==> config.mk <==
export PLATFORM = sky130hd
export DESIGN_NAME = peak_detector_window
export DESIGN_NICKNAME = d
export VERILOG_FILES = /design/src/rtl/peak_detector_window.sv
export SDC_FILE = /design/constraint.sdc
export NUM_CORES = 1
export LEC_CHECK = 0
export ABC_AREA = 0
export CORE_ASPECT_RATIO = 1.5
export CORE_MARGIN = 5
export CORE_UTILIZATION = 32
export DETAILED_ROUTE_END_ITERATION = 8
export PLACE_DENSITY = 0.49
export SLEW_MARGIN = 20
export SYNTH_ARGS = -nofsm -noshare
export SYNTH_HDL_FRONTEND = slang
export SYNTH_SLANG_ARGS = --single-unit
export TNS_END_PERCENT = 50
==> constraint.sdc <==
create_clock -name clk -period 8 [get_ports clk]
set_input_delay 1.6 -clock clk [delete_from_list [all_inputs] [get_ports clk]]
set_output_delay 1.6 -clock clk [all_outputs]
set_load 0.02 [all_outputs]
==> src/rtl/peak_detector_window.sv <==
// rtl/peak_detector_window.sv - windowed slope-vote peak detector with refractory hold-off
// Optional feature macro: PEAK_AMP_GATE_EN (adds a max-min amplitude gate on detection)
module peak_detector_window #(
   parameter int DATA_W     = 10,
   parameter int HALF_WIN   = 64,
   parameter int RISE_MIN   = 51,
   parameter int FALL_MIN   = 51,
   parameter int DEADBAND   = 0,
   parameter int REFRACT    = 20,
   parameter int HOLD       = 100,
   parameter int INTERVAL_W = 16,
   parameter int MIN_AMP    = 8
) (
   input  logic                  clk,
   input  logic                  reset,
   input  logic                  sample_valid,
   input  logic [DATA_W-1:0]     sample,
   output logic                  peak_pulse,
   output logic                  peak_led,
   output logic [DATA_W-1:0]     peak_value,
   output logic [INTERVAL_W-1:0] interval,
   output logic                  interval_valid,
   output logic [7:0]            peak_count
);

   localparam int WIN    = 2 * HALF_WIN;
   localparam int CNT_W  = $clog2(HALF_WIN + 1);
   localparam int FILL_N = WIN + 1;
   localparam int FILL_W = $clog2(FILL_N);
   localparam int REF_W  = (REFRACT > 0) ? $clog2(REFRACT + 1) : 1;
   localparam int HOLD_W = (HOLD > 0) ? $clog2(HOLD + 1) : 1;

   typedef enum logic [1:0] {
      S_FILL    = 2'd0,
      S_ARMED   = 2'd1,
      S_REFRACT = 2'd2
   } state_t;

   state_t                state_q, state_d;

   logic [DATA_W-1:0]     prev_q;
   logic                  prev_vote_q;
   logic                  first_q;
   // rise_win spans the whole window; only the newer half of falls is ever counted
   logic [WIN-1:0]        rise_win_q;
   logic [HALF_WIN-1:0]   fall_win_q;
   logic [CNT_W-1:0]      rise_cnt_q, rise_cnt_d;
   logic [CNT_W-1:0]      fall_cnt_q, fall_cnt_d;
   logic [FILL_W-1:0]     fill_cnt_q;
   logic [REF_W-1:0]      ref_cnt_q;
   logic [HOLD_W-1:0]     hold_cnt_q;
   logic [DATA_W-1:0]     max_trk_q, max_trk_d;
   logic [INTERVAL_W-1:0] ivl_cnt_q, ivl_inc;
   logic                  have_peak_q;

   logic signed [DATA_W:0] diff;
   logic                  vote, vote_fall;
   logic                  fill_done, ref_last, qualify, amp_ok;
   logic                  detect, arm_entry, ref_dec;

   // slope vote, incremental half-window counts and saturating interval increment
   always_comb begin
      diff = $signed({1'b0, sample}) - $signed({1'b0, prev_q});
      if (32'(diff) > DEADBAND)
         vote = 1'b1;
      else if (32'(diff) < -DEADBAND)
         vote = 1'b0;
      else
         vote = prev_vote_q;
      vote_fall  = ~vote;
      rise_cnt_d = rise_cnt_q + CNT_W'(rise_win_q[HALF_WIN-1]) - CNT_W'(rise_win_q[WIN-1]);
      fall_cnt_d = fall_cnt_q + CNT_W'(vote_fall) - CNT_W'(fall_win_q[HALF_WIN-1]);
      max_trk_d  = (sample > max_trk_q) ? sample : max_trk_q;
      ivl_inc    = (&ivl_cnt_q) ? ivl_cnt_q : ivl_cnt_q + INTERVAL_W'(1);
      fill_done  = (fill_cnt_q == FILL_W'(FILL_N - 1));
      ref_last   = (ref_cnt_q <= REF_W'(1));
      qualify    = (32'(rise_cnt_d) >= RISE_MIN) && (32'(fall_cnt_d) >= FALL_MIN);
   end

`ifdef PEAK_AMP_GATE_EN
   logic [DATA_W-1:0] min_trk_q, min_trk_d;

   // swing across the armed interval, including the candidate sample
   always_comb begin
      min_trk_d = (sample < min_trk_q) ? sample : min_trk_q;
      amp_ok    = (32'(max_trk_d - min_trk_d) >= MIN_AMP);
   end

   // minimum tracker, restarted whenever the detector re-arms
   always_ff @(posedge clk) begin
      if (!reset)
         min_trk_q <= '0;
      else if (sample_valid)
         min_trk_q <= arm_entry ? sample : min_trk_d;
   end
`else
   assign amp_ok = 1'b1;
`endif

   // FSM state register
   always_ff @(posedge clk) begin
      if (!reset)
         state_q <= S_FILL;
      else
         state_q <= state_d;
   end

   // FSM next state, advancing only on accepted samples
   always_comb begin
      state_d = state_q;
      if (sample_valid) begin
         case (state_q)
            S_FILL:    if (fill_done) state_d = S_ARMED;
            S_ARMED:   if (qualify && amp_ok) state_d = S_REFRACT;
            S_REFRACT: if (ref_last) state_d = S_ARMED;
            default:   state_d = S_FILL;
         endcase
      end
   end

   // FSM outputs: detection, re-arm and refractory countdown strobes
   always_comb begin
      detect    = 1'b0;
      arm_entry = 1'b0;
      ref_dec   = 1'b0;
      if (sample_valid) begin
         case (state_q)
            S_FILL:    arm_entry = fill_done;
            S_ARMED:   detect    = qualify && amp_ok;
            S_REFRACT: begin
               arm_entry = ref_last;
               ref_dec   = !ref_last;
            end
            default:   ;
         endcase
      end
   end

   // previous sample, vote history window and the two half-window counts
   always_ff @(posedge clk) begin
      if (!reset) begin
         prev_q      <= '0;
         prev_vote_q <= 1'b0;
         first_q     <= 1'b1;
         rise_win_q  <= '0;
         fall_win_q  <= '0;
         rise_cnt_q  <= '0;
         fall_cnt_q  <= '0;
      end else if (sample_valid) begin
         prev_q  <= sample;
         first_q <= 1'b0;
         if (!first_q) begin
            prev_vote_q <= vote;
            rise_win_q  <= {rise_win_q[WIN-2:0], vote};
            fall_win_q  <= {fall_win_q[HALF_WIN-2:0], vote_fall};
            rise_cnt_q  <= rise_cnt_d;
            fall_cnt_q  <= fall_cnt_d;
         end
      end
   end

   // fill counter, refractory counter and maximum tracker
   always_ff @(posedge clk) begin
      if (!reset) begin
         fill_cnt_q <= '0;
         ref_cnt_q  <= '0;
         max_trk_q  <= '0;
      end else if (sample_valid) begin
         if (state_q == S_FILL && !fill_done)
            fill_cnt_q <= fill_cnt_q + FILL_W'(1);
         if (detect)
            ref_cnt_q <= REF_W'(REFRACT);
         else if (ref_dec)
            ref_cnt_q <= ref_cnt_q - REF_W'(1);
         max_trk_q <= arm_entry ? sample : max_trk_d;
      end
   end

   // detection outputs, LED hold timer and inter-peak interval
   always_ff @(posedge clk) begin
      if (!reset) begin
         peak_pulse     <= 1'b0;
         peak_led       <= 1'b0;
         peak_value     <= '0;
         interval       <= '0;
         interval_valid <= 1'b0;
         peak_count     <= '0;
         hold_cnt_q     <= '0;
         ivl_cnt_q      <= '0;
         have_peak_q    <= 1'b0;
      end else begin
         peak_pulse     <= 1'b0;
         interval_valid <= 1'b0;
         if (sample_valid) begin
            if (detect) begin
               peak_pulse     <= 1'b1;
               peak_value     <= max_trk_d;
               peak_count     <= peak_count + 8'd1;
               interval       <= ivl_inc;
               interval_valid <= have_peak_q;
               have_peak_q    <= 1'b1;
               ivl_cnt_q      <= '0;
               hold_cnt_q     <= HOLD_W'(HOLD);
               peak_led       <= (HOLD != 0);
            end else begin
               ivl_cnt_q <= ivl_inc;
               if (hold_cnt_q != '0) begin
                  hold_cnt_q <= hold_cnt_q - HOLD_W'(1);
                  peak_led   <= (hold_cnt_q != HOLD_W'(1));
               end
            end
         end
      end
   end

endmodule

# [Yosys cells after proc, flatten, opt, wreduce, memory -nomap -nowiden]
# Index checks and enable logic that the tools add are counted.
[totals] regBits=304 in_bits=13 output_inout_bits=37 wordCells=85
[op_classes] add_sub_neg=10 magnitude_cmp=6 n_eq_ne=7 n_mux=23 n_bitwise=2 n_reduce_logical=17
[op_table] op="2-to-1 mux 16 bit" n=2
[op_table] op="2-to-1 mux 10 bit" n=2
[op_table] op="adder 16 x 1 -> 16 bit, second input constant" n=1
[op_table] op="adder 8 x 1 -> 8 bit, second input constant" n=2
[op_table] op="AND reduction 16 bit" n=1
[op_table] op="adder 7 x 1 -> 7 bit" n=2
[op_table] op="greater-or-equal comparator 7 x 6 -> 1 bit, second input constant" n=2
[op_table] op="2-to-1 mux 7 bit" n=2
[op_table] op="subtractor 7 x 1 -> 7 bit" n=2
[op_table] op="AND reduction 2 bit" n=6
[op_table] op="greater-than comparator 11 x 1 -> 1 bit, second input constant" n=1
[op_table] op="< comparator 11 x 1 -> 1 bit, second input constant" n=1
[op_table] op="subtractor 10 x 10 -> 11 bit" n=1
[op_table] op="greater-than comparator 10 bit" n=1
[op_table] op="2-to-1 mux 1 bit" n=10
[op_table] op="2-to-1 mux 5 bit" n=2
[op_table] op="== test 8 bit, second input constant" n=1
[op_table] op="inequality test 7 x 1 -> 1 bit, second input constant" n=1
[op_table] op="nonzero test 7 bit" n=1
[op_table] op="subtractor 7 x 1 -> 7 bit, second input constant" n=1
[op_table] op="2-to-1 mux 2 bit" n=3
[op_table] op="inequality test 2 bit, second input constant" n=3
[op_table] op="case mux 2 bit (3 select lines)" n=1
[op_table] op="<= comparator 5 x 1 -> 1 bit, second input constant" n=1
[op_table] op="11 further kinds" n=15

# [Longest topological paths before layout]
# Gate-level depths: netlist (run 1).
[depth] word_depth=13 depth_mapped=25

# [Worst setup path after synthesis (run 1)]
# Ideal clock, no wire load.
[synth_path] path_kind="input to register" from="in sample[0]" to="reg interval[10]" setup_ns=0.145 t_arrival_ns=6.138 required_time_ns=7.855 slack_ns=1.718 cell_stages=24 path_cell_list="inv_1 ha_1 inv_1 fa_1 a21o_1 a211oi_1 nor2_1 o41ai_1 a2bb2oi_1 nand4_1 and2_1 ha_1 inv_1 ha_1 inv_1 fa_1 nand2b_1 a21oi_1 xor2_1 o311ai_4 a2111oi_4 buf_6 buf_2 a211oi_2"
[synth_via] elab_chain_cells=12 elab_cells_between_ends=13
[synth_rtl] item="start, declared" line_no="17" text="input logic [DATA_W-1:0] sample,"
[synth_rtl] item="subtractor 10 x 10 -> 11 bit (*)" line_no="63" text="diff = $signed({1'b0, sample}) - $signed({1'b0, prev_q});"
[synth_rtl] item="< comparator 11 x 1 -> 1 bit" line_no="66" text="else if (32'(diff) < -DEADBAND)"
[synth_rtl] item="2-to-1 mux 1 bit" line_no="66"
[synth_rtl] item="2-to-1 mux 1 bit (*)" line_no="64" text="if (32'(diff) > DEADBAND)"
[synth_rtl] item="via vote" line_no="57" text="logic vote, vote_fall;"
[synth_rtl] item="NOT 1 bit (*)" line_no="70" text="vote_fall = ~vote;"
[synth_rtl] item="adder 7 x 1 -> 7 bit (*)" line_no="72" text="fall_cnt_d = fall_cnt_q + CNT_W'(vote_fall) - CNT_W'(fall_win_q[HALF_WIN-1]);"
[synth_rtl] item="subtractor 7 x 1 -> 7 bit (*)" line_no="72"
[synth_rtl] item="greater-or-equal comparator 7 x 6 -> 1 bit (*)" line_no="77" text="qualify = (32'(rise_cnt_d) >= RISE_MIN) && (32'(fall_cnt_d) >= FALL_MIN);"
[synth_rtl] item="logical AND 1 bit (*)" line_no="77"
[synth_rtl] item="2-to-1 mux 1 bit (*)" line_no="127" text="case (state_q)"
[synth_rtl] item="2-to-1 mux 1 bit (*)" line_no="126" text="if (sample_valid) begin"
[synth_rtl] item="AND reduction 2 bit (no line) (*)"
[synth_rtl] item="end signal, assigned" line_no="199" text="interval <= ivl_inc;"
[synth_rtl] item="end, declared" line_no="21" text="output logic [INTERVAL_W-1:0] interval,"
# Mark *: on every way through the listed nets, which the timed path passes. The rest lies on a longest branch.
# A chain may end at the register's enable or synchronous reset.

# [Final worst setup path (run 1)]
[layout_path] from="in sample[0]" to="reg interval[15]"
# The elaborated chain is that of the path after synthesis.

==> key figures, run 1 <==
Run status
  – Outcome: finished, final reports clean

Routing
  – Initial DRC Count: 583
  – Via density: 4.80
  – Final WL: 25800 um
  – Router iterations before antenna repair: 4
  – Routed length per instance: 12.3 um
  – Remaining DRCs: 0
  – Antenna Nets Post-Route: 0
  – Vias after detailed routing: 10000

Worst setup path
  – Critical path's slowest cell: a2111oi_4
  – Crit-path max cell delay: 0.49 ns
  – Most used cell, CP: inv_1
  – Endpoint arrival time on the critical path: 7.33 ns
  – Startpoint Class: input port
  – Kind of critical path: in2reg
  – Worst-path maximum fanout: 52
  – Critical path startpoint: sample[0]
  – Worst setup EP type: register
  – Reg2Reg Launch Point: prev_q[0]$_SDFFE_PN0P_
  – Worst EP required: 8.50 ns

Synthesis
  – Syn Inst Count: 1571
  – #FFs+latches synth: 303
  – Yosys warning count: 0
  – Synth area leader: dfxtp_1
  – Sequential area share after synthesis: 0.476
  – Syn nets: 1629
  – Synth top area share: 0.476
  – Post-synth ARST share: 0
  – Syn Area/Cell: 8.12 um^2
  – Ys flop type: dfxtp_1
  – Area contributors post-synth: dfxtp_1 48%, nand2_1 13%, a21oi_1 9.5%
  – Cell Area, Synth: 12800 um^2
  – Post-synth EDFFs: 0
  – Yosys cell types: 59

Die
  – Core area: 39400 um^2
  – Die Ht: 255 um
  – Rows: 89
  – Full die area: 44000 um^2
  – Die Width: 173 um
  – I/O pin count: 50
  – Initial core utilization: 0.324

STA
  – Worst slew pin tran: 1.21 ns
  – Final Max Slew Viols: 0
  – RSZ-0062 raised after global routing: no
  – Setup Viol. Count Final: 0
  – Post-route setup TNS: 0 ns
  – Crit share post-route: 0.854
  – Final hold violations: 0
  – Slew headroom: 0.195
  – FMAX: 0.146 GHz
  – Clk_skew: 0.0129 ns
  – Worst hold slack: 0.435 ns
  – Final Critical Period: 6.83 ns

Placed design
  – Placed Cells incl. Taps: 2034
  – GPL Wtd Cong: 0.774
  – Port Buffers: 49
  – Hpwl dp: 15500 um

Clock tree
  – Clock root buffer: clkbuf_16
  – Clk sink count: 303
  – Clk_lat worst skew: 0.56 ns
  – Htree depth: 1
  – Cts bufs inserted: 31
  – Post-CTS Setup Bufs: 0
  – Max clock buf depth: 3
  – Post-CTS resize count: 0
  – Worst-path clk slew: 0.06 ns
  – TritonCTS clock tree: done
  – Cts hold-fix bufs: 0

Final layout
  – Fin nets: 1625
  – Ratio of cells with drive above 1 in the final layout: 0.0599
  – Register area: 6070 um^2
  – Multi-input logic area: 6090 um^2
  – Layout Utilization: 0.370
  – Ant diodes: 0
  – Fillers: 4170
  – Synth-to-layout area growth: 14.3%
  – Non-Filler Instances: 2087

Pwr
  – Leak Pwr: 4.97 nW
  – PD cells: 224 nW/um^2
  – Logic pwr share: 0.097
  – Part of the power in registers: 0.477
  – Psw: 0.807 mW
  – Highest ir drop seen on vdd: 0.116 mV
  – Internal: 2.46 mW
  – Power consumption: 3.27 mW
  – Clock power frac: 0.427
  – Switching Share: 0.247

GRT
  – GR Overflow Total: 0
  – Largest net degree at the start of global routing: 248
  – Number of global-route vias before repair: 9613
  – Global-route wire length before repair: 44600 um
  – Initial antenna violation count: 0
  – GRT Overall Usage: 0.115

Worst hold path
  – Hold Path Class: reg2reg
  – Hold_sp: rise_win_q[51]$_SDFFE_PN0P_

Run
  – Max Cap Viol: 0
## cell usage in the layout (no fill, tap or decap), types with 4 or more instances in the layout
cell type        netlist  final
nand3_1               21     21
nor3b_1                4      4
a31o_2                 7      7
buf_4                  1      8
nor2b_1                4      4
xnor2_1               18     18
a211oi_2              16     16
nor2_1               136    135
dfxtp_1              303    303
mux2i_1               32     32
ha_1                  42     42
a21o_1                 5      5
and4_1                 7      7
a211oi_1              11     11
nor3_1                 9      9
and3_1                11     11
clkdlybuf4s50_1        0     49
clkbuf_8               0      4
nand4_1               12     12
and2_1                 7      7
a21oi_1              243    243
nand2_1              425    425
xor2_1                31     31
o21ai_0               13     12
inv_1                 55     55
clkinv_2               0      7
nand2b_1               8      7
clkbuf_1              81      6
clkbuf_16              0     31
## path summary, 6_finish.rpt
path / end / slack, ns / cells after the start
max: interval[15]$_SDFFE_PN0P_ / 1.17 / 25
min reg2reg: rise_win_q[52]$_SDFFE_PN0P_ / 0.43 / 2
max reg2reg: interval[15]$_SDFFE_PN0P_ / 2.45 / 23
min: rise_win_q[52]$_SDFFE_PN0P_ / 0.43 / 2
## area by class of cell
| cell class | count | share of cell area |
|---|---|---|
| clock buffers | 41 | 0.0585 |
| well taps | 500 | 0.0429 |
| inverters | 57 | 0.0152 |
| multi-input cells | 1114 | 0.417 |
| clock inverters | 12 | 0.00824 |
| repair buffers | 60 | 0.0419 |
| flip-flops and latches | 303 | 0.416 |
## registers in the layout, summed over array words and instances (netlist names), 2 cells and up
signal and cells:
peak_count 8, rise_cnt_q 7, ref_cnt_q 5, max_trk_q 10
fill_cnt_q 8, rise_win_q 128, state_q 2, peak_value 10
prev_q 10, ivl_cnt_q 16, fall_win_q 64, hold_cnt_q 7
interval 16, fall_cnt_q 7
## power groups by stage
stage               combinational (mW)  clock (mW)  sequential [mW]
global route                     0.362        1.52             1.56
detailed placement               0.321           0             1.59
floorplan                        0.245           0             1.59
global placement                 0.318           0             1.59
finish                           0.316        1.39             1.56
CTS                              0.323        1.46             1.56
## synth_stat cells (all sizes together) (4+ instances only)
library cell	number
inv	56
nor3	9
xnor2	18
xor2	31
o21ai	13
nand4	12
and2	7
nand3	21
nand2b	8
a211oi	27
a21o	5
nor2b	4
and3	11
and4	7
nand2	425
clkbuf	81
mux2i	32
a21oi	243
buf	16
nor3b	4
dfxtp	303
nor2	136
a31o	7
ha	42
## cells by family (layout without fill, tap and decap cells)
| group | Yosys count | after routing | synth area share |
|---|---|---|---|
| fa+ha+maj | 45 | 45 | 0.0459 |
| mux | 35 | 35 | 0.0278 |
| simple gates | 659 | 659 | 0.214 |
| buf+inv | 154 | 170 | 0.0484 |
| compound gates | 326 | 326 | 0.155 |
| xor+xnor | 49 | 49 | 0.0336 |
| flops | 303 | 303 | 0.476 |
## routing by layer
metal,GRT usage,routed length (um),vias up,share of wire
li1,-,-,5193,-
met1,0.133,11700,4679,0.45
met2,0.215,12600,103,0.49
met3,0.0191,870,42,0.034
met4,0.0358,542,0,0.021
met5,0,0,-,0
## stage by stage
| step | worst slack, ns | instance area, um^2 |
|---|---|---|
| after global routing | 0.686 | 14600 |
| final | 1.17 | 14600 |
| after CTS | 1.22 | 14600 |
| after detailed placement | 0.618 | 13600 |
| after global placement | 0.686 | 13600 |
| after floorplan | 1.72 | 12800 |
## critical path, delay by kind of cell
family | cells | cell delay, ns
compound gates | 7 | 1.89
fa+ha+maj | 5 | 1.37
buf+inv | 6 | 1.04
simple gates | 5 | 0.74
mux | 1 | 0.36
xor+xnor | 1 | 0.30
No activity file was read; power rests on OpenSTA's default activity.
==> run 2, diff against run 1 <==
Settings changed: ABC_AREA 0 to 1.
==> run 2 against run 1 <==
Against the previous run:
- hold slack improved by 0.011 ns
- via count rose by 7.2%
- final cell count rose by 8.3%
- cell area rose by 0.70%
- first-iteration DRC count rose by 8.6%
- synthesized area rose by 1.0%
- clock skew rose by 0.0016 ns
- clock power barely moved
- core utilization fell by 0.36 points
- sequential cell count did not move
- die area rose by 0.97%
- sequential power rose by 5%
==> key figures, run 2 <==
Run status
  – Outcome: finished, final reports clean

Worst setup path
  – Cells on worst reg2reg path: 26 (+13%)
  – Kind of critical path: in2reg
  – Endpoint arrival time on the critical path: 6.46 ns (-0.87 ns)
  – Critical path startpoint: sample[0]
  – Startpoint Class: input port
  – Reg2Reg Launch Point: prev_q[0]$_SDFFE_PN0P_
  – Worst EP required: 8.45 ns (-0.05 ns)
  – Worst setup EP type: register
  – Worst-path maximum fanout: 52 (unchanged)

Clock tree
  – Post-CTS Setup Bufs: 0 (unchanged)
  – TritonCTS clock tree: done
  – Cts bufs inserted: 30 (-3.2%)
  – Htree depth: 1 (unchanged)
  – Clk_lat worst skew: 0.56 ns (about the same)
  – Worst-path clk slew: 0.06 ns (about the same)
  – Clk sink count: 303 (unchanged)
  – Clock root buffer: clkbuf_16
  – Max clock buf depth: 3 (unchanged)
  – Cts hold-fix bufs: 0 (unchanged)
  – Post-CTS resize count: 0 (unchanged)

Run
  – Max Cap Viol: 0 (unchanged)

Synthesis
  – #FFs+latches synth: 303 (unchanged)
  – Synth top area share: 0.471 (-0.00480)
  – Syn nets: 1794 (+10%)
  – Area contributors post-synth: dfxtp_1 47%, nor2_1 13%, o21ai_0 9.7%
  – Post-synthesis mux area share: 0.00155 (-0.0262)
  – Post-synth EDFFs: 0 (unchanged)
  – Yosys warning count: 0 (unchanged)
  – Post-synth ARST share: 0 (unchanged)
  – Count leader, synth: nor2_1
  – Xor/xnor share of the synthesized area: 0.0269 (-0.00675)
  – Sequential area share after synthesis: 0.471 (-0.00480)
  – Commonest cells post-synth: 433 x nor2_1, 303 x dfxtp_1, 249 x o21ai_0
  – Cell Area, Synth: 12900 um^2 (+1.0%)
  – Post-Synth Adder-Cell Area: 0.0454 (-0.000464)
  – Compound-Gate Fraction of Synth Area: 0.132 (-0.0229)
  – Syn Inst Count: 1736 (+11%)
  – Yosys cell types: 43 (-27%)
  – Synth area leader: dfxtp_1
  – Largest family of logic cells by synthesized area: simple AND/OR/NAND/NOR gates
  – Syn Area/Cell: 7.42 um^2 (-8.6%)
  – Ys flop type: dfxtp_1
  – Synth Area in Simple Gates: 0.256 (+0.0426)

Final layout
  – Max FFs per register: 128 (unchanged)
  – Most flop-heavy register: rise_win_q
  – Fin nets: 1790 (+10%)
  – Final instance area: 14700 um^2 (+0.70%)
  – Ratio of cells with drive above 1 in the final layout: 0.0468 (-0.0131)
  – Multi-input logic area: 5960 um^2 (-2.0%)
  – Register area: 6070 um^2 (unchanged)
  – Top flop regs: rise_win_q: 128 flops, fall_win_q: 64 flops
  – Fillers: 4216 (+1.1%)
  – Layout Utilization: 0.366 (-0.00361)
  – Most common cell after layout, fill and taps aside: nor2_1
  – Ant diodes: 0 (unchanged)
  – Synth-to-layout area growth: 14.0%
  – Most frequent cells in the layout: 432 x nor2_1, 303 x dfxtp_1, 249 x o21ai_0

Routing
  – Antenna Nets Post-Route: 0 (unchanged)
  – Initial DRC Count: 633 (+8.6%)
  – Final WL: 27300 um (+6.1%)
  – Routed length per instance: 12.1 um (-2.0%)
  – Vias after detailed routing: 10700 (+7.2%)
  – Remaining DRCs: 0 (unchanged)
  – Via density: 4.75 (-1.0%)
  – Router iterations before antenna repair: 5 (+1)

Worst hold path
  – Hold_sp: have_peak_q$_SDFFE_PN0P_
  – Hold Path Class: reg2reg
  – Hold Crit Depth: 2 (unchanged)

GRT
  – Met1 global-route usage: 0.141 (+0.00751)
  – Busiest grt layer: met2
  – GRT met2 Usage: 0.222 (+0.00630)
  – GR Overflow Total: 0 (unchanged)
  – Largest net degree at the start of global routing: 137 (-45%)
  – Met3 GRT Util: 0.0185 (-0.000659)
  – Global-route wire length before repair: 47400 um (+6.3%)
  – Number of global-route vias before repair: 10400 (+7.8%)
  – GRT Overall Usage: 0.120 (+0.00532)
  – Initial antenna violation count: 0 (unchanged)

Die
  – Initial core utilization: 0.321 (-0.00215)
  – Rows: 90 (+1.1%)
  – Full die area: 44500 um^2 (+0.97%)
  – Die Width: 174 um (+0.48%)
  – I/O pin count: 50 (unchanged)
  – Die Ht: 256 um (+0.49%)
  – Core area: 40100 um^2 (+1.7%)

Pwr
  – Power consumption: 3.49 mW (+6.8%)
  – PD cells: 237 nW/um^2 (+6.0%)
  – Highest ir drop seen on vdd: 0.143 mV (+23%)
  – Leak Pwr: 6.63 nW (+33%)

STA
  – FMAX: 0.167 GHz (+14%)
  – Clk_skew: 0.0145 ns (+0.00159 ns)
  – Final hold violations: 0 (unchanged)
  – Crit share post-route: 0.751 (-0.103)
  – Final Max Slew Viols: 0 (unchanged)
  – Worst slew pin tran: 0.992 ns (-0.217 ns)
  – Slew headroom: 0.339 (+0.144)
  – Post-route setup TNS: 0 ns (unchanged)
  – Worst hold slack: 0.446 ns (+0.0111 ns)
  – RSZ-0062 raised after global routing: no
  – Setup Viol. Count Final: 0 (unchanged)
  – Final Critical Period: 6.00 ns (-0.825 ns)

Placed design
  – GPL Wtd Cong: 0.789 (+1.9%)
  – Placed cell area: 13700 um^2 (+0.58%)
  – Port Buffers: 49 (unchanged)
  – Hpwl dp: 16400 um (+6.1%)
[run 2: cell types whose count changed after synthesis, sizes merged, moves of 25 or more]
cell / previous run / this run
nor2: 136 / 437
o21ai: 13 / 253
nand3: 21 / 74
a21oi: 243 / 63
a211oi: 27 / 2
inv: 56 / 123
mux2i: 32 / 2
nand2: 425 / 235
[run 2: cell type report]
| class | instances | area share |
|---|---|---|
| clock inverters | 6 | 0.00392 |
| flip-flops and latches | 303 | 0.413 |
| inverters | 123 | 0.0318 |
| multi-input cells | 1216 | 0.406 |
| repair buffers | 58 | 0.0381 |
| clock buffers | 48 | 0.0640 |
| well taps | 506 | 0.0431 |
[run 2: kinds of logic after synthesis]
logic type      Yosys count
simple gates            801
xor+xnor                 37
fa+ha+maj                45
compound gates          331
buf+inv                 217
mux                       2
flops                   303
[run 2: final timing paths]
kind,endpoint,slack (ns)
setup / recovery,ref_cnt_q[1]$_SDFFE_PN0P_,2.00
hold / removal,interval_valid$_SDFF_PN0_,0.45
setup reg to reg,ref_cnt_q[1]$_SDFFE_PN0P_,3.37
hold reg to reg,interval_valid$_SDFF_PN0_,0.45
[run 2: routing by layer]
metal,part of all wire,vias up
li1,-,5594
met1,0.45,4973
met2,0.50,120
met3,0.030,50
met4,0.027,0
met5,0,-
[run 2: through the flow]
step           worst slack, ns  instances
2_1_floorplan             2.87       1736
3_3_place_gp              1.50       2206
3_5_place_dp              1.40       2206
4_1_cts                   1.97       2260
5_1_grt                   1.51       2260
6_report                  2.00       2260
[run 2: worst max-delay path, cell delays in order]
cell             delay, ns
clkdlybuf4s50_1       0.51
inv_1                 0.09
ha_1                  0.20
inv_1                 0.11
fa_1                  0.43
nor2_1                0.10
nand2_1               0.06
nor2_1                0.10
nand3_1               0.08
nor2_1                0.10
nand3_1               0.09
nor2_1                0.10
nand3_1               0.09
and2_1                0.17
ha_1                  0.27
inv_1                 0.05
ha_1                  0.15
inv_1                 0.05
fa_1                  0.41
o21ai_2               0.19
xor2_1                0.23
nand3_2               0.13
nand2_4               0.15
nand3_4               0.51
nand2_1               0.23
inv_1                 0.13
nand2_1               0.09
inv_1                 0.03
[run 2: report_power, final]
part / internal, mW / total [mW] / switching (mW)
Sequential: 1.60 / 1.64 / 0.0445
Combinational: 0.152 / 0.435 / 0.283
Clock: 0.830 / 1.41 / 0.582
Total: 2.58 / 3.49 / 0.909
==> run 3, diff against run 2 <==
Clock period 8 ns to 5.7 ns, I/O delays scaled along.
==> run 3 against run 2 <==
Against the previous run:
- combinational power grew 43%
- largest cell class unchanged
- critical path depth shrank 1
- via count grew 1.2%
- core utilization grew 0.99 points
- highest routed layer unchanged
- sequential power grew 40%
- power grew 51%
- setup slack lost 1.3 ns
- register-to-register slack lost 1.8 ns
- first-iteration DRC count shrank 4.1%
==> key figures, run 3 (synthesis results as in run 2) <==
STA
  – Crit share post-route: 0.884
  – Clk_skew: 0.0183 ns (+0.00379 ns)
  – Slew headroom: 0.256 (-0.0824)
  – Final Critical Period: 5.04 ns
  – Final Max Slew Viols: 0 (unchanged)
  – Setup Viol. Count Final: 0 (unchanged)
  – Worst slew pin tran: 1.12 ns (+0.124 ns)
  – Post-route setup TNS: 0 ns (unchanged)
  – FMAX: 0.199 GHz
  – Final setup margin: 0.663 ns (-1.33 ns)
  – Final hold violations: 0 (unchanged)
  – RSZ-0062 raised after global routing: no

Run
  – Max Cap Viol: 0 (unchanged)

Final layout
  – Layout Utilization: 0.376 (+0.00986)
  – Most frequent cells in the layout: 432 x nor2_1, 303 x dfxtp_1, 249 x o21ai_0
  – Ant diodes: 0 (unchanged)
  – Fin nets: 1811 (+1.2%)
  – Synth-to-layout area growth: 17.1%
  – Top flop regs: rise_win_q: 128 flops, fall_win_q: 64 flops
  – Fillers: 4146 (-1.7%)
  – Non-Filler Instances: 2284 (+1.1%)
  – Most flop-heavy register: rise_win_q
  – Ratio of cells with drive above 1 in the final layout: 0.0630 (+0.0162)
  – Register area: 6070 um^2 (unchanged)
  – Multi-input logic area: 5960 um^2 (unchanged)
  – Max FFs per register: 128 (unchanged)
  – Most common cell after layout, fill and taps aside: nor2_1

Die
  – Full die area: 44500 um^2 (unchanged)
  – Core area: 40100 um^2 (unchanged)
  – I/O pin count: 50 (unchanged)
  – Initial core utilization: 0.321 (unchanged)
  – Rows: 90 (unchanged)
  – Die Width: 174 um (unchanged)
  – Die Ht: 256 um (unchanged)

Placed design
  – Placed Cells incl. Taps: 2223 (+0.77%)
  – Port Buffers: 49 (unchanged)
  – Post-Place Setup Slack: 0.106 ns (-1.29 ns)
  – GPL Wtd Cong: 0.805 (+2.1%)
  – Hpwl dp: 17200 um (+4.6%)

Clock tree
  – Post-CTS Setup Bufs: 0 (unchanged)
  – Htree depth: 2 (+1)
  – Clock root buffer: clkbuf_16
  – TritonCTS clock tree: done
  – Clk sink count: 303 (unchanged)
  – Post-CTS resize count: 0 (unchanged)
  – Max clock buf depth: 3 (unchanged)
  – Clk_lat worst skew: 0.51 ns (-0.05 ns)
  – Cts hold-fix bufs: 0 (unchanged)
  – Worst-path clk slew: 0.06 ns (about the same)
  – Cts bufs inserted: 34 (+13%)

Pwr
  – Logic pwr share: 0.118 (-0.007)
  – PD cells: 350 nW/um^2 (+47%)
  – Internal: 3.94 mW (+53%)
  – Part of the power in registers: 0.436 (-0.034)
  – Psw: 1.34 mW (+48%)
  – Leak Pwr: 6.85 nW (+3.3%)
  – Power consumption: 5.28 mW (+51%)
  – Clock power frac: 0.446 (+0.041)
  – Highest ir drop seen on vdd: 0.171 mV (+20%)
  – Switching Share: 0.254 (-0.00644)

GRT
  – Global-route wire length before repair: 48200 um (+1.8%)
  – Number of global-route vias before repair: 10400 (+0.45%)
  – Initial antenna violation count: 0 (unchanged)
  – GR Overflow Total: 0 (unchanged)
  – GRT Overall Usage: 0.123 (+0.00332)
  – Largest net degree at the start of global routing: 123 (-10%)

Worst setup path
  – Kind of critical path: in2reg
  – Reg2Reg Launch Point: prev_q[0]$_SDFFE_PN0P_
  – Worst-path maximum fanout: 22 (-58%)
  – Endpoint arrival time on the critical path: 5.43 ns (-1.03 ns)
  – Reg2Reg Setup Slack: 1.57 ns (-1.80 ns)
  – R2r endpoint: interval[9]$_SDFFE_PN0P_
  – Worst EP required: 6.10 ns (-2.35 ns)
  – Cells on worst reg2reg path: 25 (-3.8%)
  – Startpoint Class: input port
  – Worst setup EP type: register

Worst hold path
  – Hold Path Class: reg2reg
  – Hold Crit Depth: 2 (unchanged)
  – Hold Path Sink: interval_valid$_SDFF_PN0_
  – Hold_sp: have_peak_q$_SDFFE_PN0P_

Routing
  – Routed length per instance: 12.1 um (about the same)
  – Via density: 4.76 (+0.15%)
  – Router iterations before antenna repair: 5 (unchanged)
  – Antenna Nets Post-Route: 0 (unchanged)
  – Remaining DRCs: 0 (unchanged)
  – Vias after detailed routing: 10900 (+1.2%)
  – Final WL: 27600 um (+1.1%)
  – Initial DRC Count: 607 (-4.1%)

Run status
  – Outcome: finished, final reports clean
-- run 3: cell types whose count changed in the layout (fill, tap and decap cells not counted), sizes merged --
cell      delta
buf         +17
bufinv       +5
clkbuf       -6
clkinv       +8
clkinvlp     -1
inv          +1
-- run 3: worst max-delay path, cell delays in order --
cell and delay (ns):
clkdlybuf4s50_1 0.50, inv_1 0.07, ha_1 0.19, inv_1 0.08
fa_1 0.41, nor2_1 0.09, nand2_1 0.05, nor2_1 0.10
nand3_1 0.08, nor2_1 0.09, nand3_1 0.08, nor2_1 0.09
nand3_1 0.09, and2_1 0.17, ha_1 0.27, inv_1 0.05
ha_1 0.15, inv_1 0.05, fa_1 0.42, o21ai_2 0.20
xor2_1 0.23, nand3_2 0.13, nand2_4 0.11, nand3_4 0.18
buf_12 0.23, nand3_1 0.07, o21ai_0 0.09
-- run 3: worst max-delay path by stage --
| stage | startpoint | to | slack, ns | cells after the start |
|---|---|---|---|---|
| 2_1_floorplan | sample[0] | peak_led$_SDFFE_PN0P_ | 1.03 | 26 |
| 3_3_place_gp | sample[0] | interval[9]$_SDFFE_PN0P_ | 0.10 | 27 |
| 3_5_place_dp | sample[0] | interval[9]$_SDFFE_PN0P_ | 0.11 | 27 |
| 4_1_cts | sample[0] | interval[9]$_SDFFE_PN0P_ | 0.62 | 27 |
| 5_1_grt | sample[0] | interval[9]$_SDFFE_PN0P_ | 0.21 | 27 |
| 6_report | sample[0] | interval[9]$_SDFFE_PN0P_ | 0.66 | 27 |
-- run 3: metal layers --
layer,share of wire,GRT usage,up-vias,routed length [um]
li1,-,-,5641,-
met1,0.44,0.140,5048,12100
met2,0.51,0.233,126,14000
met3,0.031,0.0202,52,851
met4,0.025,0.0394,0,680
met5,0,0,-,0
-- run 3: layout make-up --
cell class | instances | area share
multi-input combinational | 1216 | 0.395
clock inverter | 19 | 0.0168
timing repair buffer | 75 | 0.0489
inverter | 123 | 0.0309
clock buffer | 42 | 0.0638
sequential | 303 | 0.402
tap | 506 | 0.0420
-- run 3: stage by stage --
stage | instance area (um^2) | hold WS [ns]
final | 15100 | 0.438
after global routing | 15100 | 0.475
after CTS | 15100 | 0.442
after detailed placement | 13900 | 0.431
after global placement | 13900 | 0.431
after floorplan | 12900 | 0.410
-- run 3: power groups by stage --
| stage | Sequential [mW] | Clock, mW | Combinational, mW |
|---|---|---|---|
| global placement | 2.35 | 0 | 0.625 |
| finish | 2.30 | 2.35 | 0.624 |
| CTS | 2.30 | 2.44 | 0.634 |
| floorplan | 2.34 | 0 | 0.484 |
| detailed placement | 2.35 | 0 | 0.630 |
| global route | 2.32 | 2.52 | 0.728 |
